==> config.mk <==
export PLATFORM = sky130hd
export DESIGN_NAME = dri_stage_sequencer_flat
export DESIGN_NICKNAME = d
export VERILOG_FILES = /design/src/rtl/dri_stage_sequencer_if.sv /design/src/rtl/dri_stage_sequencer.sv /design/src/flat_wrapper.sv
export SDC_FILE = /design/constraint.sdc
export NUM_CORES = 1
export LEC_CHECK = 0
export ABC_CLOCK_PERIOD_IN_PS = 5360
export CAP_MARGIN = 15
export CORE_MARGIN = 2
export CORE_UTILIZATION = 45
export DETAILED_ROUTE_END_ITERATION = 10
export PLACE_DENSITY = 0.79
export SLEW_MARGIN = 10
export SYNTH_ARGS = -nofsm -noshare
export SYNTH_HDL_FRONTEND = slang
export SYNTH_SLANG_ARGS = --single-unit
==> constraint.sdc <==
create_clock -name clk -period 5.36 [get_ports clk]
set_input_delay 0.804 -clock clk [delete_from_list [all_inputs] [get_ports clk]]
set_output_delay 0.804 -clock clk [all_outputs]
set_load 0.1 [all_outputs]
==> src/rtl/dri_stage_sequencer_if.sv <==
// Control, stage-table, OMP-core and pixel-stream signals of dri_stage_sequencer.
// The slave modport is the sequencer's view; master is the controller/core side.
interface dri_stage_sequencer_if #(
    parameter int NUM_STAGES = 4,
    parameter int ADDR_W     = 8,
    parameter int M_W        = 5,
    parameter int K_W        = 6,
    parameter int PIX_W      = 24
);
    localparam int SW = (NUM_STAGES > 1) ? $clog2(NUM_STAGES) : 1;

    logic              cfg_we;
    logic [SW-1:0]     cfg_idx;
    logic [ADDR_W-1:0] cfg_n;
    logic [M_W-1:0]    cfg_m;
    logic [K_W-1:0]    cfg_k;

    logic              start;
    logic [SW:0]       num_stages;
    logic              abort;

    logic              core_start;
    logic [ADDR_W-1:0] core_N;
    logic [M_W-1:0]    core_M;
    logic [K_W-1:0]    core_K;
    logic              core_done;
    logic              core_pixel_we;
    logic [ADDR_W-1:0] core_pixel_addr;
    logic [PIX_W-1:0]  core_pixel_val;

    logic              out_we;
    logic [ADDR_W-1:0] out_addr;
    logic [PIX_W-1:0]  out_val;
    logic [SW-1:0]     out_stage;

    logic              busy;
    logic              stage_done;
    logic              all_done;
    logic              err_timeout;
    logic              err_pixel;
    logic [SW-1:0]     cur_stage;
    logic [ADDR_W:0]   pix_cnt;

    modport slave (
        input  cfg_we, cfg_idx, cfg_n, cfg_m, cfg_k, start, num_stages, abort,
               core_done, core_pixel_we, core_pixel_addr, core_pixel_val,
        output core_start, core_N, core_M, core_K, out_we, out_addr, out_val, out_stage,
               busy, stage_done, all_done, err_timeout, err_pixel, cur_stage, pix_cnt
    );

    modport master (
        output cfg_we, cfg_idx, cfg_n, cfg_m, cfg_k, start, num_stages, abort,
               core_done, core_pixel_we, core_pixel_addr, core_pixel_val,
        input  core_start, core_N, core_M, core_K, out_we, out_addr, out_val, out_stage,
               busy, stage_done, all_done, err_timeout, err_pixel, cur_stage, pix_cnt
    );
endinterface

==> src/rtl/dri_stage_sequencer.sv <==
// Runs an OMP core through a table of (N,M,K) stages and tags its pixel output by stage.
// Optional macro DRI_PIXEL_CHECK_EN adds pixel address/count checking (err_pixel).
module dri_stage_sequencer #(
    parameter int NUM_STAGES     = 4,
    parameter int ADDR_W         = 8,
    parameter int M_W            = 5,
    parameter int K_W            = 6,
    parameter int PIX_W          = 24,
    parameter int GAP_CYCLES     = 50,
    parameter int TIMEOUT_CYCLES = 1 << 20
) (
    input  logic clk,
    input  logic rst,
    dri_stage_sequencer_if.slave bus
);
    localparam int SW = (NUM_STAGES > 1) ? $clog2(NUM_STAGES) : 1;
    localparam int TW = $clog2(TIMEOUT_CYCLES + 1);
    localparam int GW = (GAP_CYCLES > 1) ? $clog2(GAP_CYCLES + 1) : 1;

    localparam logic [SW:0]     NS_L     = (SW+1)'(NUM_STAGES);
    localparam logic [ADDR_W:0] PIX_MAX  = {1'b1, {ADDR_W{1'b0}}};
    localparam logic [TW-1:0]   TO_LAST  = TW'(TIMEOUT_CYCLES - 1);
    localparam logic [GW-1:0]   GAP_LAST = GW'((GAP_CYCLES > 0) ? GAP_CYCLES - 1 : 0);

    typedef enum logic [2:0] {S_IDLE, S_LAUNCH, S_RUN, S_GAP, S_FIN} state_e;

    state_e            state_q, state_d;
    logic [SW-1:0]     cur_q, cur_d;
    logic [SW:0]       cnt_q, cnt_d;
    logic [ADDR_W:0]   pix_cnt_q, pix_cnt_d;
    logic [TW-1:0]     wdog_q, wdog_d;
    logic [GW-1:0]     gap_q, gap_d;
    logic              err_to_q, err_to_d;
    logic              sdone_q, sdone_d;
    logic              owe_q, owe_d;
    logic [ADDR_W-1:0] oaddr_q, oaddr_d;
    logic [PIX_W-1:0]  oval_q, oval_d;
    logic [SW-1:0]     ostage_q, ostage_d;

    logic [ADDR_W-1:0] tbl_n_q [NUM_STAGES];
    logic [ADDR_W-1:0] tbl_n_d [NUM_STAGES];
    logic [M_W-1:0]    tbl_m_q [NUM_STAGES];
    logic [M_W-1:0]    tbl_m_d [NUM_STAGES];
    logic [K_W-1:0]    tbl_k_q [NUM_STAGES];
    logic [K_W-1:0]    tbl_k_d [NUM_STAGES];

    logic              run_phase;
    logic [ADDR_W-1:0] core_n;

    // The table is frozen outside IDLE, so the core parameters hold through RUN.
    assign run_phase = (state_q == S_LAUNCH) || (state_q == S_RUN);
    assign core_n    = run_phase ? tbl_n_q[cur_q] : '0;

    assign bus.core_start  = (state_q == S_LAUNCH);
    assign bus.core_N      = core_n;
    assign bus.core_M      = run_phase ? tbl_m_q[cur_q] : '0;
    assign bus.core_K      = run_phase ? tbl_k_q[cur_q] : '0;
    assign bus.out_we      = owe_q;
    assign bus.out_addr    = oaddr_q;
    assign bus.out_val     = oval_q;
    assign bus.out_stage   = ostage_q;
    assign bus.busy        = (state_q != S_IDLE);
    assign bus.stage_done  = sdone_q;
    assign bus.all_done    = (state_q == S_FIN) && !bus.abort;
    assign bus.err_timeout = err_to_q;
    assign bus.cur_stage   = cur_q;
    assign bus.pix_cnt     = pix_cnt_q;

    always_comb begin
        state_d   = state_q;
        cur_d     = cur_q;
        cnt_d     = cnt_q;
        pix_cnt_d = pix_cnt_q;
        wdog_d    = wdog_q;
        gap_d     = gap_q;
        err_to_d  = err_to_q;
        sdone_d   = 1'b0;
        owe_d     = 1'b0;
        oaddr_d   = oaddr_q;
        oval_d    = oval_q;
        ostage_d  = ostage_q;
        tbl_n_d   = tbl_n_q;
        tbl_m_d   = tbl_m_q;
        tbl_k_d   = tbl_k_q;

        // Abort cancels everything in flight, including a same-cycle pixel or core_done.
        if (state_q != S_IDLE && bus.abort) begin
            state_d = S_IDLE;
        end else begin
            unique case (state_q)
                S_IDLE: begin
                    if (bus.cfg_we && ({1'b0, bus.cfg_idx} < NS_L)) begin
                        tbl_n_d[bus.cfg_idx] = bus.cfg_n;
                        tbl_m_d[bus.cfg_idx] = bus.cfg_m;
                        tbl_k_d[bus.cfg_idx] = bus.cfg_k;
                    end
                    if (bus.start) begin
                        cnt_d    = (bus.num_stages > NS_L) ? NS_L : bus.num_stages;
                        cur_d    = '0;
                        err_to_d = 1'b0;
                        state_d  = (cnt_d == '0) ? S_FIN : S_LAUNCH;
                    end
                end
                S_LAUNCH: begin
                    pix_cnt_d = '0;
                    wdog_d    = '0;
                    state_d   = S_RUN;
                end
                S_RUN: begin
                    if (bus.core_pixel_we) begin
                        owe_d    = 1'b1;
                        oaddr_d  = bus.core_pixel_addr;
                        oval_d   = bus.core_pixel_val;
                        ostage_d = cur_q;
                        if (pix_cnt_q != PIX_MAX) pix_cnt_d = pix_cnt_q + 1'b1;
                    end
                    if (bus.core_done) begin
                        sdone_d = 1'b1;
                        if ({1'b0, cur_q} == cnt_q - 1'b1) begin
                            state_d = S_FIN;
                        end else begin
                            cur_d   = cur_q + 1'b1;
                            gap_d   = '0;
                            state_d = (GAP_CYCLES == 0) ? S_LAUNCH : S_GAP;
                        end
                    end else if (wdog_q == TO_LAST) begin
                        err_to_d = 1'b1;
                        state_d  = S_IDLE;
                    end else begin
                        wdog_d = wdog_q + 1'b1;
                    end
                end
                S_GAP: begin
                    if (gap_q == GAP_LAST) state_d = S_LAUNCH;
                    else                   gap_d   = gap_q + 1'b1;
                end
                S_FIN:   state_d = S_IDLE;
                default: state_d = S_IDLE;
            endcase
        end
    end

    always_ff @(posedge clk or posedge rst) begin
        if (rst) begin
            state_q   <= S_IDLE;
            cur_q     <= '0;
            cnt_q     <= '0;
            pix_cnt_q <= '0;
            wdog_q    <= '0;
            gap_q     <= '0;
            err_to_q  <= 1'b0;
            sdone_q   <= 1'b0;
            owe_q     <= 1'b0;
            oaddr_q   <= '0;
            oval_q    <= '0;
            ostage_q  <= '0;
            for (int i = 0; i < NUM_STAGES; i++) begin
                tbl_n_q[i] <= '0;
                tbl_m_q[i] <= '0;
                tbl_k_q[i] <= '0;
            end
        end else begin
            state_q   <= state_d;
            cur_q     <= cur_d;
            cnt_q     <= cnt_d;
            pix_cnt_q <= pix_cnt_d;
            wdog_q    <= wdog_d;
            gap_q     <= gap_d;
            err_to_q  <= err_to_d;
            sdone_q   <= sdone_d;
            owe_q     <= owe_d;
            oaddr_q   <= oaddr_d;
            oval_q    <= oval_d;
            ostage_q  <= ostage_d;
            tbl_n_q   <= tbl_n_d;
            tbl_m_q   <= tbl_m_d;
            tbl_k_q   <= tbl_k_d;
        end
    end

`ifdef DRI_PIXEL_CHECK_EN
    logic err_px_q, err_px_d;

    // pix_cnt_d already includes a pixel arriving together with core_done.
    always_comb begin
        err_px_d = err_px_q;
        if (state_q == S_IDLE && bus.start) begin
            err_px_d = 1'b0;
        end else if (state_q == S_RUN && !bus.abort) begin
            if (bus.core_pixel_we && (bus.core_pixel_addr > core_n)) err_px_d = 1'b1;
            if (bus.core_done && (pix_cnt_d != ({1'b0, core_n} + 1'b1))) err_px_d = 1'b1;
        end
    end

    always_ff @(posedge clk or posedge rst) begin
        if (rst) err_px_q <= 1'b0;
        else     err_px_q <= err_px_d;
    end

    assign bus.err_pixel = err_px_q;
`else
    assign bus.err_pixel = 1'b0;
`endif
endmodule

==> src/flat_wrapper.sv <==
// flat-port wrapper written by rule: the top's interface ports become plain ports
module dri_stage_sequencer_flat 
#(
    parameter int NUM_STAGES     = 4,
    parameter int ADDR_W         = 8,
    parameter int M_W            = 5,
    parameter int K_W            = 6,
    parameter int PIX_W          = 24,
    parameter int GAP_CYCLES     = 50,
    parameter int TIMEOUT_CYCLES = 1 << 20
)
  (clk, rst, bus_cfg_we, bus_cfg_idx, bus_cfg_n, bus_cfg_m, bus_cfg_k, bus_start, bus_num_stages, bus_abort, bus_core_done, bus_core_pixel_we, bus_core_pixel_addr, bus_core_pixel_val, bus_core_start, bus_core_N, bus_core_M, bus_core_K, bus_out_we, bus_out_addr, bus_out_val, bus_out_stage, bus_busy, bus_stage_done, bus_all_done, bus_err_timeout, bus_err_pixel, bus_cur_stage, bus_pix_cnt);
  dri_stage_sequencer_if #(.NUM_STAGES(NUM_STAGES), .ADDR_W(ADDR_W), .M_W(M_W), .K_W(K_W), .PIX_W(PIX_W)) bus_i ();
  input  logic clk;
  input  logic rst;
  input wire logic [$bits(bus_i.cfg_we)-1:0] bus_cfg_we;
  input wire logic [$bits(bus_i.cfg_idx)-1:0] bus_cfg_idx;
  input wire logic [$bits(bus_i.cfg_n)-1:0] bus_cfg_n;
  input wire logic [$bits(bus_i.cfg_m)-1:0] bus_cfg_m;
  input wire logic [$bits(bus_i.cfg_k)-1:0] bus_cfg_k;
  input wire logic [$bits(bus_i.start)-1:0] bus_start;
  input wire logic [$bits(bus_i.num_stages)-1:0] bus_num_stages;
  input wire logic [$bits(bus_i.abort)-1:0] bus_abort;
  input wire logic [$bits(bus_i.core_done)-1:0] bus_core_done;
  input wire logic [$bits(bus_i.core_pixel_we)-1:0] bus_core_pixel_we;
  input wire logic [$bits(bus_i.core_pixel_addr)-1:0] bus_core_pixel_addr;
  input wire logic [$bits(bus_i.core_pixel_val)-1:0] bus_core_pixel_val;
  output wire logic [$bits(bus_i.core_start)-1:0] bus_core_start;
  output wire logic [$bits(bus_i.core_N)-1:0] bus_core_N;
  output wire logic [$bits(bus_i.core_M)-1:0] bus_core_M;
  output wire logic [$bits(bus_i.core_K)-1:0] bus_core_K;
  output wire logic [$bits(bus_i.out_we)-1:0] bus_out_we;
  output wire logic [$bits(bus_i.out_addr)-1:0] bus_out_addr;
  output wire logic [$bits(bus_i.out_val)-1:0] bus_out_val;
  output wire logic [$bits(bus_i.out_stage)-1:0] bus_out_stage;
  output wire logic [$bits(bus_i.busy)-1:0] bus_busy;
  output wire logic [$bits(bus_i.stage_done)-1:0] bus_stage_done;
  output wire logic [$bits(bus_i.all_done)-1:0] bus_all_done;
  output wire logic [$bits(bus_i.err_timeout)-1:0] bus_err_timeout;
  output wire logic [$bits(bus_i.err_pixel)-1:0] bus_err_pixel;
  output wire logic [$bits(bus_i.cur_stage)-1:0] bus_cur_stage;
  output wire logic [$bits(bus_i.pix_cnt)-1:0] bus_pix_cnt;
  assign bus_i.cfg_we = bus_cfg_we;
  assign bus_i.cfg_idx = bus_cfg_idx;
  assign bus_i.cfg_n = bus_cfg_n;
  assign bus_i.cfg_m = bus_cfg_m;
  assign bus_i.cfg_k = bus_cfg_k;
  assign bus_i.start = bus_start;
  assign bus_i.num_stages = bus_num_stages;
  assign bus_i.abort = bus_abort;
  assign bus_i.core_done = bus_core_done;
  assign bus_i.core_pixel_we = bus_core_pixel_we;
  assign bus_i.core_pixel_addr = bus_core_pixel_addr;
  assign bus_i.core_pixel_val = bus_core_pixel_val;
  assign bus_core_start = bus_i.core_start;
  assign bus_core_N = bus_i.core_N;
  assign bus_core_M = bus_i.core_M;
  assign bus_core_K = bus_i.core_K;
  assign bus_out_we = bus_i.out_we;
  assign bus_out_addr = bus_i.out_addr;
  assign bus_out_val = bus_i.out_val;
  assign bus_out_stage = bus_i.out_stage;
  assign bus_busy = bus_i.busy;
  assign bus_stage_done = bus_i.stage_done;
  assign bus_all_done = bus_i.all_done;
  assign bus_err_timeout = bus_i.err_timeout;
  assign bus_err_pixel = bus_i.err_pixel;
  assign bus_cur_stage = bus_i.cur_stage;
  assign bus_pix_cnt = bus_i.pix_cnt;
  dri_stage_sequencer #(.NUM_STAGES(NUM_STAGES), .ADDR_W(ADDR_W), .M_W(M_W), .K_W(K_W), .PIX_W(PIX_W), .GAP_CYCLES(GAP_CYCLES), .TIMEOUT_CYCLES(TIMEOUT_CYCLES)) u_core (.clk(clk), .rst(rst), .bus(bus_i));
endmodule
# After elaboration in Yosys (flattened, before gate mapping)
# Index checks and enable logic that the tools add are counted.
dict set report word_totals {
  register_bits 157
  input_bits 63
  output_inout_bits 71
  wordCells 130
}
dict set report classes {
  addsub 5
  magnitude_cmp 4
  eq_ne 20
  n_mux 54
  bitwise_logic 3
  n_reduce_logical 20
}
# operator count
set ops {}
lappend ops {{21-bit 2-to-1 mux} 2}
lappend ops {{6-bit 2-to-1 mux} 7}
lappend ops {{21-bit case mux with 2 select lines} 1}
lappend ops {{32-bit bitwise mux} 1}
lappend ops {{8-bit 2-to-1 mux} 4}
lappend ops {{24-bit bitwise mux} 1}
lappend ops {{3-bit 2-to-1 mux} 8}
lappend ops {{21-bit by 1-bit adder with 21-bit output (second input constant)} 1}
lappend ops {{21-bit by 20-bit equality test with 1-bit output (second input constant)} 1}
lappend ops {{20-bit bitwise mux} 1}
lappend ops {{5-bit 2-to-1 mux} 4}
lappend ops {{9-bit 2-to-1 mux} 2}
lappend ops {{2-bit inequality test (second input constant)} 9}
lappend ops {{9-bit case mux with 2 select lines} 1}
lappend ops {{8-bit binary-select mux with 2-bit select} 1}
lappend ops {{8-bit demux with 2-bit select} 1}
lappend ops {{5-bit AND reduction} 3}
lappend ops {{6-bit binary-select mux with 2-bit select} 1}
lappend ops {{6-bit demux with 2-bit select} 1}
lappend ops {{3-bit case mux with 4 select lines} 1}
lappend ops {{6-bit case mux with 2 select lines} 1}
lappend ops {{3-bit AND reduction} 4}
lappend ops {{5-bit binary-select mux with 2-bit select} 1}
lappend ops {{5-bit demux with 2-bit select} 1}
lappend ops {{29 further kinds} 48}

# Logic depth before layout (Yosys ltp)
# Gate-level depths: netlist (run 1).
dict set report depth {
  word_depth 7
  depth_mapped 8
  mapped_depth_nobuf 7
}

# Least setup slack after synthesis (run 1)
# OpenSTA, ideal clock, no wires.
dict set report synth_timing {
  path_kind {input port to output port}
  startpoint {input port bus_abort}
  endpoint {output port bus_all_done}
  arrival_time_ns 4.132
  required_ns 4.556
  setup_slack_ns 0.424
  cell_stages 2
  path_buffers 1
  cell_sequence {clkbuf_1 nor4b_1}
}
dict set report synth_between {
  elab_chain_cells 2
}
# item line_no
set synth_lines {}
lappend synth_lines {{start, declared} flat_wrapper.sv:23} ;# input wire logic [$bits(bus_i.abort)-1:0] bus_abort;
lappend synth_lines {{1-bit zero test} dri_stage_sequencer.sv:64} ;# assign bus.all_done = (state_q == S_FIN) && !bus.abort;
lappend synth_lines {{1-bit logical AND} dri_stage_sequencer.sv:64}
lappend synth_lines {{end, declared} flat_wrapper.sv:38} ;# output wire logic [$bits(bus_i.all_done)-1:0] bus_all_done;
# Every way passes these cells.

# Final worst setup path (run 1)
dict set report layout_timing {
  startpoint {register u_core.state_q[1]}
  endpoint {output port bus_core_N[6]}
}
dict set report layout_between {
  elab_chain_cells 3
  elab_cells_between_ends 4
  classes_between {eq/ne: 2; mux: 1; reduce/logical: 1}
}
# item line_no
set layout_lines {}
lappend layout_lines {{start, declared} dri_stage_sequencer.sv:27} ;# state_e state_q, state_d;
lappend layout_lines {{start signal, assigned} dri_stage_sequencer.sv:163} ;# state_q <= state_d;
lappend layout_lines {{3-bit by 1-bit equality test with 1-bit output or 3-bit by 2-bit equality test with 1-bit output (tied branches)} dri_stage_sequencer.sv:51} ;# assign run_phase = (state_q == S_LAUNCH) || (state_q == S_RUN);
lappend layout_lines {{1-bit logical OR *} dri_stage_sequencer.sv:51}
lappend layout_lines {{8-bit 2-to-1 mux *} dri_stage_sequencer.sv:52} ;# assign core_n = run_phase ? tbl_n_q[cur_q] : '0;
lappend layout_lines {{end, declared} flat_wrapper.sv:29} ;# output wire logic [$bits(bus_i.core_N)-1:0] bus_core_N;
# Every way passes the cells marked *; elsewhere a longest branch is shown, timed or not.

==> results of run 1 <==
layout make-up:
| type | count | area (um^2) |
|---|---|---|
| timing repair buffer | 139 | 1390 |
| tap | 220 | 275 |
| multi-input combinational | 393 | 3330 |
| sequential | 157 | 3930 |
| inverter | 13 | 53.8 |
| clock inverter | 14 | 121 |
| fill | 1330 | 6870 |
| clock buffer | 18 | 439 |
per-layer routing:
layer | global-route usage, % | vias to the layer above | wire length (um)
li1 | - | 2435 | -
met1 | 26.3 | 2744 | 7260
met2 | 35.0 | 141 | 9020
met3 | 5.33 | 13 | 955
met4 | 4.66 | 0 | 178
met5 | 0 | - | 0
logic make-up (layout without fill, tap and decap cells):
kind of cell | Yosys count | after routing
flip-flops | 157 | 157
AND/OR/NAND/NOR | 148 | 148
AO/OA/AOI/OAI | 92 | 92
adder cells (fa/ha/maj) | 6 | 6
other | 1 | 1
XOR/XNOR | 4 | 4
buffers and inverters | 44 | 184
multiplexers | 142 | 142
through the flow:
step,setup slack (ns),hold WS [ns],utilization (%),instance area [um^2],instances
after floorplan,0.321,0.443,-,7450,594
after global placement,1.60,0.460,54.6,8950,921
after detailed placement,1.56,0.471,54.6,8950,921
after CTS,1.48,0.484,58.0,9510,953
after global routing,1.33,0.507,58.2,9540,954
final,1.50,0.479,58.2,9540,954
cell usage after synthesis, types with 12 or more instances:
cell      instances
dfrtp_1         157
mux2_2          111
o21ai_0          28
nor2_1           26
a21oi_1          24
nand2_1          24
and2_1           23
nand3_1          20
mux4_2           19
buf_2            15
nand4_1          14
clkbuf_1         13
inv_1            13
mux2i_1          12
critical path, delay by kind of cell (launching register included):
kind / cells / cell delay [ns]
buffers and inverters: 2 / 1.42
flip-flops: 1 / 0.63
AND/OR/NAND/NOR: 2 / 0.34
XOR/XNOR: 1 / 0.22
state kept, by name (all words and copies together) (netlist names), 2 cells and up:
name	flops
u_core.wdog_q	21
u_core.gap_q	6
u_core.tbl_k_q	24
u_core.cnt_q	3
u_core.tbl_n_q	32
u_core.bus.cur_stage	2
u_core.tbl_m_q	20
u_core.bus.out_stage	2
u_core.state_q	3
u_core.bus.out_addr	8
u_core.bus.pix_cnt	9
u_core.bus.out_val	24
worst paths after layout:
check	endpoint	slack (ns)	cells past startpoint
min in group asynchronous	u_core.bus.out_val[0]$_DFFE_PP0P_	0.76	2
max	bus_core_N[6]	1.50	5
max in group asynchronous	u_core.tbl_m_q[12]$_DFFE_PP0P_	3.76	3
min	u_core.wdog_q[17]$_DFFE_PP0P_	0.48	1
max reg2reg	u_core.wdog_q[13]$_DFFE_PP0P_	2.39	5
min reg2reg	u_core.wdog_q[17]$_DFFE_PP0P_	0.48	1
==> results.py, run 1 <==
metrics = {
    "synthesis": {
        "synth_nets": 663,
        "yosysTopAreaCell": "dfrtp_1",
        "synth_area_per_cell_um2": 12.5,
        "ys_ff_latch": 157,
        "ys_warn_count": 0,
        "synth_compound_area_share_pct": 7.61,
        "netlist_area_um2": 7450,
        "async_flop_share_pct": 100,
        "syn_inst": 594,
        "synthDistinctLibCells": 56,
        "netlist_top_cells_area": "dfrtp_1, mux2_2, mux4_2, and2_1, o21ai_0",
        "synth_top_area_share_pct": 52.7,
        "synth_edf_count": 0,
        "synth_xor_area_share_pct": 0.470,
        "muxShareOfSynthArea_pct": 24.1,
        "yosysSeqAreaShare_pct": 52.7,
        "synth_fa_ha_area_share_pct": 1.01,
        "synthSimpleGateAreaFrac_pct": 11.4,
        "synth_top_family_by_area": "multiplexers",
        "synthFlopType": "dfrtp_1",
    },
    "route": {
        "routedWlPerCell_um": 18.3,
        "routed_wl_um": 17400,
        "vias": 5333,
        "drc": 0,
        "drtPass1Iterations": 5,
        "vias_per_cell": 5.59,
        "drtAntennaViolNets": 0,
        "drt-initial-drc-count": 383,
    },
    "sta": {
        "maxSlewViolCount": 0,
        "setup_tns_ns": 0,
        "fmax_ghz": 0.259,
        "setup_violations": 0,
        "rsz0062_at_grt": "false",
        "hold_violations": 0,
        "min_period_ns": 3.86,
        "finalCritPeriodShare_pct": 72.0,
        "maxSlewHeadroom_pct": 25.7,
        "finClkSkew_ns": 0.00929,
        "worst_pin_slew_ns": 1.11,
    },
    "floorplan": {
        "core_area_um2": 16400,
        "dieHeight_um": 133,
        "io_pins": 134,
        "die_w_um": 133,
        "rows": 47,
        "dieArea_um2": 17600,
        "floorplan.initialDensity_pct": 45.4,
    },
    "setup_path": {
        "r2r-start": "u_core.state_q[1]$_DFFE_PP0P_",
        "cp_max_fo": 23,
        "slowest_delay_ns": 1.15,
        "worstPathRequired_ns": 4.56,
        "crit_path_start_kind": "flop",
        "end_kind": "output pin",
        "critical-path-slowest-cell": "clkdlybuf4s50_1",
        "crit_path_cell_trace": "xnor2_1, nor2_1, buf_4, and2_1, clkdlybuf4s50_1",
        "worstPathArrival_ns": 3.06,
        "cp-startpoint": "u_core.state_q[1]$_DFFE_PP0P_",
        "path_class": "reg2out",
    },
    "clock_network": {
        "clock-sinks": 157,
        "postCtsSetupRepairBufs": 0,
        "cts_root_buf": "clkbuf_16",
        "clk_latency_ns": 0.42,
        "cts_resized": 0,
        "numCtsBuffers": 17,
        "ctsHoldBuffers": 0,
        "clkSlewWorstSetupHoldPaths_ns": 0.07,
        "cts_tree": "done",
        "clk_path_buf_depth": 2,
        "h-tree-depth": 4,
    },
    "placed_design": {
        "port_buffers": 132,
        "finalWeightedCongestion": 0.833,
        "hpwl_um": 11800,
    },
    "global_route": {
        "grt_max_degree": 122,
        "grtUsageTotal_pct": 20.5,
        "grt_first_pass_wirelength_um": 28900,
        "grt_pass1_vias": 5633,
        "grt_overflow_total": 0,
        "antenna_found_initial": 0,
    },
    "layout": {
        "drive_gt1_share_pct": 24.4,
        "layout_common_cells": "dfrtp_1, clkdlybuf4s50_1, mux2_2",
        "nets": 790,
        "area_growth_pct": 28.1,
        "final_common_cell": "dfrtp_1",
        "antennaDiodeCount": 0,
    },
    "min_path": {
        "hold_class": "reg2reg",
        "min_from": "u_core.wdog_q[17]$_DFFE_PP0P_",
    },
    "job": {
        "max_cap_violations": 0,
    },
    "outcome": {
        "outcome": "completed",
    },
}
Power of run 1 is left out: the tool's default activity adds up to more than one toggle a clock period on the data nets, which glitch-free logic cannot reach.
==> inputs of run 2 (changes only) <==
--- a/config.mk
+++ b/config.mk
@@ -5,12 +5,12 @@
 export SDC_FILE = /design/constraint.sdc
 export NUM_CORES = 1
 export LEC_CHECK = 0
-export ABC_CLOCK_PERIOD_IN_PS = 5360
+export ABC_CLOCK_PERIOD_IN_PS = 4000
 export CAP_MARGIN = 15
 export CORE_MARGIN = 2
 export CORE_UTILIZATION = 45
 export DETAILED_ROUTE_END_ITERATION = 10
-export PLACE_DENSITY = 0.79
+export PLACE_DENSITY = 0.76
 export SLEW_MARGIN = 10
 export SYNTH_ARGS = -nofsm -noshare
 export SYNTH_HDL_FRONTEND = slang
==> constraint.sdc (replaced) <==
create_clock -name clk -period 4 [get_ports clk]
set_input_delay 0.6 -clock clk [delete_from_list [all_inputs] [get_ports clk]]
set_output_delay 0.6 -clock clk [all_outputs]
set_load 0.1 [all_outputs]
==> results.py, run 2 (synthesized netlist as in run 1, its figures left out) <==
metrics = {
    "power_and_ir_drop": {
        "powerDensity_nw_per_um2": 926,
        "power.leakage_nw": 4.00,
        "ir_worst_vdd_mv": 0.766,
    },
    "min_path": {
        "hold_class": "reg2reg",
        "hold_path_end": "u_core.wdog_q[17]$_DFFE_PP0P_",
        "min_from": "u_core.wdog_q[17]$_DFFE_PP0P_",
        "hold_depth": 1,
    },
    "sta": {
        "maxSlewHeadroom_pct": 32.2,
        "min_period_ns": 3.30,
        "fin_ws_ns": 0.700,
        "setup_tns_ns": 0,
        "rsz0062_at_grt": "false",
        "setup_violations": 0,
        "maxSlewViolCount": 0,
        "hold_violations": 0,
        "finalCritPeriodShare_pct": 82.5,
        "fmax_ghz": 0.303,
        "finClkSkew_ns": 0.00844,
        "worst_pin_slew_ns": 1.01,
    },
    "layout": {
        "drive_gt1_share_pct": 27.7,
        "final_common_cell": "dfrtp_1",
        "layout_common_cells": "dfrtp_1, mux2_2, clkdlybuf4s50_1",
        "regMostFlops": "u_core.tbl_n_q",
        "area_growth_pct": 27.3,
        "nets": 792,
        "largest_reg_flops": 32,
        "final_cells": 955,
    },
    "global_route": {
        "grt_first_pass_wirelength_um": 29100,
        "grt_max_degree": 101,
        "antenna_found_initial": 1,
        "grt_pass1_vias": 5651,
        "grtUsageTotal_pct": 20.8,
        "grt_overflow_total": 0,
    },
    "clock_network": {
        "postCtsSetupRepairBufs": 0,
        "clkSlewWorstSetupHoldPaths_ns": 0.07,
        "ctsHoldBuffers": 0,
        "cts_root_buf": "clkbuf_16",
        "numCtsBuffers": 17,
        "cts_tree": "done",
        "h-tree-depth": 4,
        "clock-sinks": 157,
        "clk_path_buf_depth": 2,
        "clk_latency_ns": 0.42,
        "cts_resized": 0,
    },
    "setup_path": {
        "r2r_slack_ns": 1.30,
        "worstPathRequired_ns": 3.40,
        "worstPathArrival_ns": 2.70,
        "end_kind": "output pin",
        "r2r-start": "u_core.state_q[2]$_DFFE_PP0P_",
        "path_class": "reg2out",
        "ff2ff_path_depth": 5,
        "cp_max_fo": 14,
        "worstReg2RegEnd": "u_core.tbl_n_q[9]$_DFFE_PP0P_",
        "crit_path_start_kind": "flop",
    },
    "floorplan": {
        "io_pins": 134,
        "die_w_um": 133,
        "dieArea_um2": 17600,
        "dieHeight_um": 133,
        "core_area_um2": 16400,
        "floorplan.initialDensity_pct": 45.4,
        "rows": 47,
    },
    "route": {
        "routed_wl_um": 17700,
        "drt-initial-drc-count": 382,
        "routedWlPerCell_um": 18.5,
        "drtAntennaViolNets": 0,
        "drtPass1Iterations": 5,
        "vias_per_cell": 5.59,
        "vias": 5334,
        "drc": 0,
    },
    "placed_design": {
        "placed_cells": 924,
        "finalWeightedCongestion": 0.849,
        "hpwl_um": 12200,
        "pre_cts_ws_ns": 1.06,
        "port_buffers": 132,
    },
    "outcome": {
        "outcome": "completed",
    },
    "job": {
        "max_cap_violations": 0,
    },
}
[run 2: cell count changes in the layout (fill, tap and decap cells not counted), moves of 3 or more]
cell	previous run	this run
clkinvlp_4	1	6
inv_6	7	2
inv_8	3	0
buf_4	6	31
clkdlybuf4s50_1	132	109
[run 2: per-layer routing]
metal / global-route usage (%) / share of wire, %
met1: 25.1 / 41
met2: 35.5 / 52
met3: 5.82 / 4.7
met4: 8.18 / 2.6
met5: 0 / 0.074
[run 2: area by class of cell]
cell class	count	area [um^2]
fill	1315	6920
sequential	157	3930
multi-input combinational	393	3340
timing repair buffer	141	1340
clock buffer	17	425
tap	220	275
clock inverter	13	121
inverter	13	52.6
antenna	1	2.50
[run 2: worst max path at each step]
| stage | endpoint | cells past startpoint | from |
|---|---|---|---|
| 6_report | bus_busy | 3 | u_core.state_q[2]$_DFFE_PP0P_ |
| 5_1_grt | bus_busy | 3 | u_core.state_q[1]$_DFFE_PP0P_ |
| 4_1_cts | bus_busy | 3 | u_core.state_q[2]$_DFFE_PP0P_ |
| 3_5_place_dp | u_core.bus.out_stage[1]$_DFFE_PP0P_ | 4 | bus_abort |
| 3_3_place_gp | u_core.bus.out_stage[1]$_DFFE_PP0P_ | 4 | bus_abort |
| 2_1_floorplan | bus_core_M[0] | 4 | u_core.bus.cur_stage[0]$_DFFE_PP0P_ |
[run 2: where the power goes]
part           internal [mW]  switching [mW]  leakage (nW)
Sequential              2.20           0.379          1.97
Combinational           1.45            3.26          1.77
Clock                  0.851           0.650         0.254
Total                   4.50            4.29          4.00
[run 2: stage by stage]
step | hold WS, ns | area (um^2) | total power [mW] | utilization, %
3_5_place_dp | 0.468 | 8940 | 7.32 | 54.5
6_report | 0.468 | 9490 | 8.79 | 57.8
3_3_place_gp | 0.457 | 8940 | 7.16 | 54.5
5_1_grt | 0.501 | 9480 | 9.16 | 57.8
2_1_floorplan | 0.443 | 7460 | 6.23 | -
4_1_cts | 0.478 | 9480 | 8.85 | 57.8
[run 2: critical path, cell delays in order, from the launching register on]
cell	delay (ns)
dfrtp_1	0.55
nor3_1	0.55
inv_1	0.16
clkdlybuf4s50_1	1.01
Power figures use the tool's default switching activity.
==> inputs of run 3 (changes only) <==
--- a/config.mk
+++ b/config.mk
@@ -5,12 +5,12 @@
 export SDC_FILE = /design/constraint.sdc
 export NUM_CORES = 1
 export LEC_CHECK = 0
-export ABC_CLOCK_PERIOD_IN_PS = 4000
+export ABC_CLOCK_PERIOD_IN_PS = 3000
 export CAP_MARGIN = 15
 export CORE_MARGIN = 2
 export CORE_UTILIZATION = 45
 export DETAILED_ROUTE_END_ITERATION = 10
-export PLACE_DENSITY = 0.76
+export PLACE_DENSITY = 0.79
 export SLEW_MARGIN = 10
 export SYNTH_ARGS = -nofsm -noshare
 export SYNTH_HDL_FRONTEND = slang
==> constraint.sdc (replaced) <==
create_clock -name clk -period 3 [get_ports clk]
set_input_delay 0.45 -clock clk [delete_from_list [all_inputs] [get_ports clk]]
set_output_delay 0.45 -clock clk [all_outputs]
set_load 0.1 [all_outputs]
==> results.py, run 3 (synthesized netlist as in run 1, its figures left out) <==
metrics = {
    "outcome": {
        "outcome": "completed",
    },
    "clock_network": {
        "h-tree-depth": 4,
        "clkSlewWorstSetupHoldPaths_ns": 0.06,
        "clk_latency_ns": 0.43,
        "numCtsBuffers": 17,
        "postCtsSetupRepairBufs": 0,
        "ctsHoldBuffers": 0,
        "clk_path_buf_depth": 2,
        "clock-sinks": 157,
        "cts_resized": 0,
        "cts_root_buf": "clkbuf_16",
        "cts_tree": "done",
    },
    "sta": {
        "finalCritPeriodShare_pct": 90.1,
        "finClkSkew_ns": 0.0110,
        "maxSlewViolCount": 0,
        "fmax_ghz": 0.370,
        "setup_violations": 0,
        "worst_pin_slew_ns": 0.774,
        "hold_violations": 0,
        "maxSlewHeadroom_pct": 48.4,
        "min_period_ns": 2.70,
        "rsz0062_at_grt": "false",
        "setup_tns_ns": 0,
    },
    "route": {
        "vias_per_cell": 5.64,
        "drtAntennaViolNets": 0,
        "routedWlPerCell_um": 18.3,
        "vias": 5429,
        "drc": 0,
        "drtPass1Iterations": 7,
        "routed_wl_um": 17600,
        "drt-initial-drc-count": 415,
    },
    "layout": {
        "regArea_um2": 3930,
        "multi_input_area_um2": 3340,
        "final_common_cell": "dfrtp_1",
        "largest_reg_flops": 32,
        "drive_gt1_share_pct": 35.4,
        "regMostFlops": "u_core.tbl_n_q",
        "nets": 799,
        "layout_common_cells": "dfrtp_1, mux2_2, buf_4",
        "area_growth_pct": 30.3,
        "finish.instance_area_um2": 9700,
        "antennaDiodeCount": 0,
        "num-fill-cells": 1263,
    },
    "floorplan": {
        "dieArea_um2": 17600,
        "core_area_um2": 16400,
        "dieHeight_um": 133,
        "die_w_um": 133,
        "floorplan.initialDensity_pct": 45.4,
        "io_pins": 134,
        "rows": 47,
    },
    "setup_path": {
        "path_buf_inv": 2,
        "crit_path_cell_trace": "xnor2_1, nor2_1, buf_4, and2_1, buf_12",
        "r2r_slack_ns": 0.36,
        "worstReg2RegEnd": "u_core.state_q[0]$_DFFE_PP0P_",
        "end_kind": "output pin",
        "critical-path-slowest-cell": "dfrtp_1",
        "path_class": "reg2out",
        "cp.depth": 5,
        "worstPathRequired_ns": 2.55,
        "cp-startpoint": "u_core.state_q[1]$_DFFE_PP0P_",
        "r2r-start": "u_core.wdog_q[0]$_DFFE_PP0P_",
        "cp_max_fo": 22,
        "worstPathArrival_ns": 2.25,
        "cp_top_family": "flip-flops",
        "slowest_delay_ns": 0.64,
        "setup.worst_path.end": "bus_core_K[1]",
        "crit_path_start_kind": "flop",
        "ff2ff_path_depth": 6,
    },
    "placed_design": {
        "dpl_cell_area_um2": 9140,
        "finalWeightedCongestion": 0.807,
        "port_buffers": 132,
        "hpwl_um": 11900,
    },
    "global_route": {
        "grt_overflow_total": 0,
        "antenna_found_initial": 0,
        "grt_max_degree": 62,
        "grt_first_pass_wirelength_um": 29000,
        "grtUsageTotal_pct": 20.8,
        "grt_pass1_vias": 5768,
    },
    "job": {
        "max_cap_violations": 0,
    },
    "min_path": {
        "hold_class": "in2async",
    },
}
## run 3: cell count changes in the layout (fill, tap and decap cells not counted), sizes merged, moves of 2 or more
cell           before  now
buf                32   86
clkdlybuf4s50     109   62
inv                14   18
clkinvlp            6    3
clkbuf             17   19
## run 3: worst min path at each step
stage	depth (start not counted)	from	endpoint	slack (ns)
4_1_cts	2	rst	u_core.wdog_q[1]$_DFFE_PP0P_	0.35
2_1_floorplan	1	u_core.wdog_q[17]$_DFFE_PP0P_	u_core.wdog_q[17]$_DFFE_PP0P_	0.44
6_report	2	rst	u_core.wdog_q[20]$_DFFE_PP0P_	0.36
5_1_grt	2	rst	u_core.wdog_q[2]$_DFFE_PP0P_	0.37
3_5_place_dp	1	u_core.wdog_q[20]$_DFFE_PP0P_	u_core.wdog_q[20]$_DFFE_PP0P_	0.48
3_3_place_gp	1	u_core.wdog_q[17]$_DFFE_PP0P_	u_core.wdog_q[17]$_DFFE_PP0P_	0.46
## run 3: per-layer routing
layer | vias to the layer above | share of wire [%] | global-route usage [%]
met5 | - | 0 | 0
met4 | 0 | 1.8 | 7.65
met3 | 30 | 6.6 | 5.59
met2 | 196 | 52 | 34.9
met1 | 2743 | 40 | 25.8
li1 | 2460 | - | -
## run 3: per-stage QoR
stage | utilization [%] | hold slack [ns] | instances | worst slack [ns]
after floorplan | - | 0.443 | 594 | 0.0157
after global placement | 55.7 | 0.462 | 931 | 0.474
after detailed placement | 55.7 | 0.481 | 931 | 0.411
after CTS | 59.1 | 0.352 | 963 | 0.305
after global routing | 59.1 | 0.374 | 963 | 0.0527
final | 59.1 | 0.356 | 963 | 0.297
## run 3: layout make-up
cell class              instances  area share (%)
flip-flops and latches        157            40.5
multi-input cells             393            34.4
repair buffers                148            15.9
clock buffers                  19            4.46
well taps                     220            2.84
clock inverters                13            1.34
inverters                      13           0.542
## run 3: worst reg2reg max path: stages (launching register included)
cell	delay (ns)
dfrtp_1	0.44
ha_1	0.24
nand3_1	0.17
nor4_4	0.47
a21bo_1	0.69
nand3_1	0.20
a221oi_1	0.32
Power of run 3 is left out for the same reason.
